## src/rtl/conv_sched.sv

```systemverilog
// rtl/conv_sched.sv - convolution scheduler: vector load, per-point tap issue, MAC drain, output handshake
// One FSM walks LOAD -> (ISSUE -> DRAIN -> OUT) per output point, then back to LOAD.
module conv_sched #(
  parameter int SIZE_X  = 16,
  parameter int SIZE_F  = 8,
  parameter int MAC_LAT = 3,
  localparam int NPTS   = SIZE_X - SIZE_F + 1,
  localparam int AXW    = $clog2(SIZE_X),
  localparam int AFW    = $clog2(SIZE_F),
  localparam int PW     = $clog2(NPTS + 1)
) (
  input  logic           clk_i,
  input  logic           reset_i,
  input  logic           x_valid_i,
  output logic           x_ready_o,
  output logic           x_wr_en_o,
  output logic [AXW-1:0] addr_x_o,
  output logic [AFW-1:0] addr_f_o,
  output logic           mac_clear_o,
  output logic           mac_en_o,
  output logic           y_valid_o,
  input  logic           y_ready_i,
  output logic [PW-1:0]  y_point_o
);

  localparam int DW = $clog2(MAC_LAT + 2);

  typedef enum logic [1:0] {S_LOAD, S_ISSUE, S_DRAIN, S_OUT} state_t;

  state_t         state_q, state_d;
  logic [AXW-1:0] ld_cnt_q, ld_cnt_d;
  logic [AFW-1:0] tap_q, tap_d;
  logic [DW-1:0]  drain_q, drain_d;
  logic [PW-1:0]  y_point_q, y_point_d;
  logic           mac_en_q;

  always_ff @(posedge clk_i) begin
    if (reset_i) begin
      state_q   <= S_LOAD;
      ld_cnt_q  <= '0;
      tap_q     <= '0;
      drain_q   <= '0;
      y_point_q <= '0;
      mac_en_q  <= 1'b0;
    end else begin
      state_q   <= state_d;
      ld_cnt_q  <= ld_cnt_d;
      tap_q     <= tap_d;
      drain_q   <= drain_d;
      y_point_q <= y_point_d;
      // memory read latency is one cycle, so the MAC sees each tap one cycle after issue
      mac_en_q  <= (state_q == S_ISSUE);
    end
  end

  always_comb begin
    state_d     = state_q;
    ld_cnt_d    = ld_cnt_q;
    tap_d       = tap_q;
    drain_d     = drain_q;
    y_point_d   = y_point_q;
    x_ready_o   = 1'b0;
    x_wr_en_o   = 1'b0;
    addr_x_o    = '0;
    addr_f_o    = '0;
    mac_clear_o = 1'b0;
    y_valid_o   = 1'b0;

    case (state_q)
      S_LOAD: begin
        x_ready_o   = !reset_i;
        x_wr_en_o   = x_valid_i && !reset_i;
        addr_x_o    = ld_cnt_q;
        mac_clear_o = 1'b1;
        if (x_wr_en_o) begin
          if (ld_cnt_q == AXW'(SIZE_X - 1)) begin
            ld_cnt_d  = '0;
            y_point_d = '0;
            state_d   = S_ISSUE;
          end else begin
            ld_cnt_d = ld_cnt_q + AXW'(1);
          end
        end
      end
      S_ISSUE: begin
        addr_x_o    = AXW'(y_point_q) + AXW'(tap_q);
        addr_f_o    = tap_q;
        mac_clear_o = (tap_q == '0);
        if (tap_q == AFW'(SIZE_F - 1)) begin
          tap_d   = '0;
          drain_d = '0;
          state_d = S_DRAIN;
        end else begin
          tap_d = tap_q + AFW'(1);
        end
      end
      S_DRAIN, S_OUT: begin
        // addresses keep showing the last tap until the next point starts
        addr_x_o = AXW'(y_point_q) + AXW'(SIZE_F - 1);
        addr_f_o = AFW'(SIZE_F - 1);
        if (state_q == S_DRAIN) begin
          if (drain_q == DW'(MAC_LAT)) begin
            drain_d = '0;
            state_d = S_OUT;
          end else begin
            drain_d = drain_q + DW'(1);
          end
        end else begin
          y_valid_o = 1'b1;
          if (y_ready_i) begin
            if (y_point_q == PW'(NPTS - 1)) begin
              y_point_d = '0;
              state_d   = S_LOAD;
            end else begin
              y_point_d = y_point_q + PW'(1);
              state_d   = S_ISSUE;
            end
          end
        end
      end
      default: state_d = S_LOAD;
    endcase
  end

  assign mac_en_o  = mac_en_q;
  assign y_point_o = y_point_q;

endmodule

```

## config.mk

```make
export PLATFORM = sky130hd
export DESIGN_NAME = conv_sched
export DESIGN_NICKNAME = d
export VERILOG_FILES = /design/src/rtl/conv_sched.sv
export SDC_FILE = /design/constraint.sdc
export NUM_CORES = 1
export LEC_CHECK = 0
export ABC_CLOCK_PERIOD_IN_PS = 3100
export CAP_MARGIN = 10
export CORE_MARGIN = 8
export CORE_UTILIZATION = 54
export CTS_BUF_LIST = sky130_fd_sc_hd__clkbuf_8
export CTS_CLUSTER_DIAMETER = 30
export CTS_CLUSTER_SIZE = 8
export DETAILED_ROUTE_END_ITERATION = 12
export PLACE_DENSITY = 0.81
export SLEW_MARGIN = 20
export SYNTH_ARGS = -nofsm -noshare
export SYNTH_HDL_FRONTEND = slang
export SYNTH_SLANG_ARGS = --single-unit
```

## constraint.sdc

```tcl
create_clock -name clk_i -period 3.1 [get_ports clk_i]
set_input_delay 0.62 -clock clk_i [delete_from_list [all_inputs] [get_ports clk_i]]
set_output_delay 0.62 -clock clk_i [all_outputs]
set_load 0.1 [all_outputs]
```

### Word level (Yosys, flattened, before mapping)

Index checks and enable logic that the tools add are counted.

| cells by class | value |
|---|---|
| mux-type cells | 27 |
| reductions and logical operators | 11 |
| add/sub/neg operators | 6 |
| equal/unequal tests | 15 |

Operators by type and width:

| kind | count |
|---|---|
| $mux 4 | 6 |
| $mux 2 | 6 |
| $mux 3 | 4 |
| $pmux 3 s2 | 2 |
| $pmux 4 s3 | 1 |
| $ne 2x2->1 const B | 5 |
| $reduce_and 5->1 | 2 |
| $add 4x1->4 const B | 2 |
| $eq 4x4->1 const B | 2 |
| $pmux 4 s2 | 1 |
| $add 3x1->3 const B | 2 |
| $ne 3x3->1 const B | 2 |
| $pmux 2 s3 | 1 |
| $mux 1 | 5 |
| $add 4x3->4 | 1 |
| $add 4x3->4 const B | 1 |
| $eq 2x2->1 const B | 2 |
| $reduce_bool 2->1 | 2 |
| $eq 3x2->1 const B | 1 |
| $eq 3x3->1 const B | 1 |
| $logic_not 3->1 | 1 |
| $reduce_and 3->1 | 1 |
| $eq 2x1->1 const B | 1 |
| $logic_not 2->1 | 1 |
| 6 further kinds | 6 |

| storage, ports and cells | value |
|---|---|
| logic and storage cells | 65 |
| flip-flop bits (word level) | 17 |

### Depth between registers and ports, before layout

Gate-level depths: netlist of the first run.

| logic depth | value |
|---|---|
| depth after elaboration | 5 |
| mapped depth | 9 |

### Worst setup path after synthesis of the first run

No wires, ideal clock.

| path | value |
|---|---|
| path type | reg2out |
| start | reg y_point_q[1], in the netlist y_point_o[1] |
| end | out addr_x_o[3] |
| path buffers | 0 |
| arrival time | 3,942 ps |
| slack | -1,462 ps |
| stages on the path, launching flop included | 6 |
| path through | dfxtp_1 ha_1 a21o_1 a21oi_1 xor2_1 o21ai_0 |

| between the ends | value |
|---|---|
| cells in the longest elaborated chain, start to end | 2 |
| elaborated cells between the ends (all ways) | 3 |

Ends and longest elaborated chain:

| item | line | text |
|---|---|---|
| start, declared | 34 | `logic [PW-1:0] y_point_q, y_point_d;` |
| start signal, assigned | 50 | `y_point_q <= y_point_d;` |
| $add 4x3->4 (on tied branches) | 99, 86 |  |
| $pmux 4 s3 (*) | 69 | `case (state_q)` |
| end, declared | 17 | `output logic [AXW-1:0] addr_x_o,` |

Mark *: on every way between the ends. The rest lies on a longest branch, timed or not.

### Worst setup path after layout of the first run

| path | value |
|---|---|
| start | reg state_q[0] |
| end | out addr_x_o[2] |

| between the ends | value |
|---|---|
| cells in the longest elaborated chain, start to end | 3 |
| elaborated cells between the ends (all ways) | 6 |

Ends and longest elaborated chain:

| item | line | text |
|---|---|---|
| start, declared | 30 | `state_t state_q, state_d;` |
| start signal, assigned | 46 | `state_q <= state_d;` |
| $eq 2x2->1 | 69 |  |
| $reduce_or 2->1 | 69 |  |
| $pmux 4 s3 (*) | 69 |  |

Marked as above.

==> parameters.txt, run 1 <==
Parameter                              Value

STA
  Setup repair after global routing missed its margin ... no
  Final worst path period share ... 94.5%
  Setup_tns ... 0 ns
  Max Clock Skew ... 0.00224 ns
  Top achievable clock speed ... 0.341 GHz
  Endpoints failing hold ... 0
  Pins Over Slew Limit ... 0
  Worst Max-Slew Pin Slew ... 0.486 ns
  Final critical path time including I/O delays and setup ... 2.93 ns
  Setup violations, final ... 0
  Rel. slew slack ... 67.6%
  Fin worst setup slack ... 0.172 ns

GRT
  Total grt overflow ... 0
  Maximum number of pins on one net before global-route repair ... 12
  First-pass GRT wire length ... 4.47 mm
  Number of antenna violations at the first check in global routing ... 0
  GRT Resource Usage Total ... 13.3%
  Number of global-route vias before repair ... 1029

Setup path
  Class of the most critical setup path ... register to output port
  Startpoint of the lowest-slack register-to-register path ... y_point_o[1]
  Highest fanout seen on the critical path ... 5
  Startpoint type of the worst setup path ... register
  Endpoint required time on the critical path ... 2.48 ns
  Arrival @ worst endpoint ... 2.31 ns
  Timing startpoint of the critical path ... state_q[0]
  Element type at the critical path end ... output port

Detailed routing
  Post-DRT Antenna Nets ... 0
  Post-detailed-route via-to-cell ratio ... 5.54
  Number of detailed-routing iterations run before antenna repair ... 4
  DR DRC count ... 0
  Total wirelength of the detailed-routed design ... 2.55 mm
  Detail-routed net length per standard cell ... 13.8 um
  Number of DRC markers after the initial detailed-route iteration ... 23
  Number of vias in the routed layout ... 1024

Layout
  Area growth syn-to-layout ... 30.0%
  Fill count ... 147
  Fraction of layout cells with a size suffix above 1 ... 21.5%
  Storage element area ... 342 sq um
  Ant diodes ... 0
  Top library cells by usage in the layout, fill and taps aside ... sky130_fd_sc_hd__nand2_1 (22), sky130_fd_sc_hd__ha_1 (17), sky130_fd_sc_hd__dfxtp_1 (16)
  Most common library cell in the layout ignoring fill and taps ... sky130_fd_sc_hd__nand2_1
  Final design instance area without fill ... 1500 sq um
  Post-Layout Cell Count ... 185
  Area occupied by multi-input gates ... 793 sq um
  Net total in the final layout ... 181

Yosys
  Yosys cell types ... 38
  Count of synthesis-stage warnings from yosys ... 0
  Number of enable-type register cells in the synthesized netlist ... 0
  Adder-cell area share of the yosys netlist ... 20.2%
  Fraction of the mapped netlist area in compound gates ... 17.0%
  Sequential area share after synthesis ... 29.5%
  Xor-xnor portion of the synthesized cell area ... 2.28%
  Dominant combinational cell family by area after synthesis ... simple AND/OR/NAND/NOR gates
  Fraction of registers with async set or reset after synthesis ... 0%
  Post-Synthesis Mean Instance Area ... 8.48 sq um
  Net Count, Synth ... 158
  Fraction of the mapped netlist area in simple logic gates ... 20.8%
  Combined area of all synthesized cells ... 1150 sq um
  Proportion of synthesized area in mux cells ... 5.53%
  Main synth FF type ... sky130_fd_sc_hd__dfxtp_1
  Gate count of the mapped netlist ... 136
  Number of synthesized register bits ... 17

Clocking
  Hold bufs inserted after CTS ... 0
  Total number of clock tree sinks ... 17
  Worst-Skew Late Latency ... 0.25 ns
  Clock H-tree levels ... 1
  Clock transition at the registers of the reported paths ... 0.07 ns
  TritonCTS clock tree ... done
  Maximum clock path buffer count ... 2
  Num CTS Buffers ... 3
  Clock tree root driver cell ... sky130_fd_sc_hd__clkbuf_8

Floorplan
  Die area ... 3870 sq um
  DIE WIDTH ... 62.2 um
  Die outline height ... 62.2 um
  Initial core utilization ... 58.2%
  Placeable core region ... 1980 sq um
  Number of I/O pins ... 20
  Number of placement rows ... 16

Pwr
  Static leakage power ... 0.656 nW
  Overall power ... 0.466 mW
  Power per Cell Area ... 310 nW/um^2
  Maximum vdd drop ... 239 uV

Place
  Port buffer count ... 19
  Area of placed instances ... 1440 sq um
  Placer congestion estimate ... 0.870
  Detailed placer's ending HPWL ... 2.01 mm
  Post-Place Setup Slack ... 0.356 ns
  Post-Place Cells ... 181

Run
  Max-cap violation count ... 0

Hold path
  Hold wc startpoint ... drain_q[2]
  Type of the worst min-delay path ... register to register

Status
  Outcome ... finished, final reports clean
[what timing repair did]
action,CTS,global route
resized for setup,0,3
setup endpoints to repair,0,3
setup buffers,0,0
[layout make-up]
type                       count  share of cell area [%]
multi-input combinational    105                    52.9
inverter                      10                    2.50
clock inverter                 1                   0.334
clock buffer                   3                    2.75
tap                           27                    2.25
timing repair buffer          22                    16.5
sequential                    17                    22.8
[synth_stat cells (all sizes together), types with 2 or more instances]
cell    instances  area, sq um
nand2          22         82.6
dfxtp          17          340
nor2            9         33.8
nor2b           3         18.8
o31ai           3         22.5
ha             17          213
mux2i           3         30.0
a21oi          10         50.1
or4b            3         30.0
and3b           2         17.5
clkbuf          3         11.3
or4             2         15.0
nand3           2         10.0
o22ai           2         12.5
o21ai           5         25.0
mux2            3         33.8
inv             9         33.8
xor2            2         17.5
[final timing paths]
check	cells after the start	slack, ns	to
hold / removal	1	0.46	drain_q[2]
hold reg to reg	1	0.46	drain_q[2]
setup reg to reg	6	0.99	y_point_o[3]
setup / recovery	9	0.17	addr_x_o[2]
[flip-flops by register name, indices dropped and copies added (netlist names)]
signal	cells
mac_en_o	1
drain_q	3
y_point_o	4
state_q	2
tap_q	3
ld_cnt_q	4
[worst max-delay path, cell delays in order, from the launching register on]
cell	delay, ns
sky130_fd_sc_hd__dfxtp_2	0.37
sky130_fd_sc_hd__inv_1	0.10
sky130_fd_sc_hd__ha_1	0.23
sky130_fd_sc_hd__nor2_1	0.13
sky130_fd_sc_hd__nand2_1	0.07
sky130_fd_sc_hd__ha_1	0.21
sky130_fd_sc_hd__fa_1	0.38
sky130_fd_sc_hd__xnor2_1	0.29
sky130_fd_sc_hd__o21ai_4	0.09
sky130_fd_sc_hd__buf_12	0.18
[routing by layer]
layer	GRT usage (%)	vias up	part of all wire [%]
met5	0	-	0
met4	5.54	0	1.1
met2	23.3	22	49
li1	-	519	-
met3	4.30	4	5.7
met1	14.3	479	44
[power breakdown]
part | switching [mW] | leakage (nW) | internal (mW) | total (mW)
logic | 0.0478 | 0.492 | 0.0271 | 0.0749
clock network | 0.0760 | 0.0255 | 0.0891 | 0.165
registers | 0.00409 | 0.138 | 0.221 | 0.226
[cell families after synthesis]
| logic type | Yosys count |
|---|---|
| AND/OR/NAND/NOR | 48 |
| AO/OA/AOI/OAI | 30 |
| adder cells (fa/ha/maj) | 18 |
| flip-flops | 17 |
| buffers and inverters | 14 |
| multiplexers | 6 |
| XOR/XNOR | 3 |
[stage by stage]
| step | utilization [%] | hold WS, ns |
|---|---|---|
| 5_1_grt | 75.7 | 0.484 |
| 4_1_cts | 75.1 | 0.467 |
| 2_1_floorplan | - | 0.436 |
| 3_5_place_dp | 72.7 | 0.457 |
| 6_report | 75.7 | 0.463 |
| 3_3_place_gp | 72.7 | 0.444 |
No activity file was read; power rests on OpenSTA's default activity.
==> run 2, diff against run 1 <==
--- a/config.mk
+++ b/config.mk
@@ -11,7 +11,6 @@
 export CORE_UTILIZATION = 54
 export CTS_BUF_LIST = sky130_fd_sc_hd__clkbuf_8
 export CTS_CLUSTER_DIAMETER = 30
-export CTS_CLUSTER_SIZE = 8
 export DETAILED_ROUTE_END_ITERATION = 12
 export PLACE_DENSITY = 0.81
 export SLEW_MARGIN = 20
==> results of run 2 <==
No change in the layout: final DEF, timing and power equal those of run 1.
==> run 3, diff against run 2 <==
--- a/config.mk
+++ b/config.mk
@@ -13,7 +13,7 @@
 export CTS_CLUSTER_DIAMETER = 30
 export DETAILED_ROUTE_END_ITERATION = 12
 export PLACE_DENSITY = 0.81
-export SLEW_MARGIN = 20
+export SLEW_MARGIN = 25
 export SYNTH_ARGS = -nofsm -noshare
 export SYNTH_HDL_FRONTEND = slang
 export SYNTH_SLANG_ARGS = --single-unit
==> results of run 3 <==
No change in the layout: final DEF, timing and power equal those of run 1.
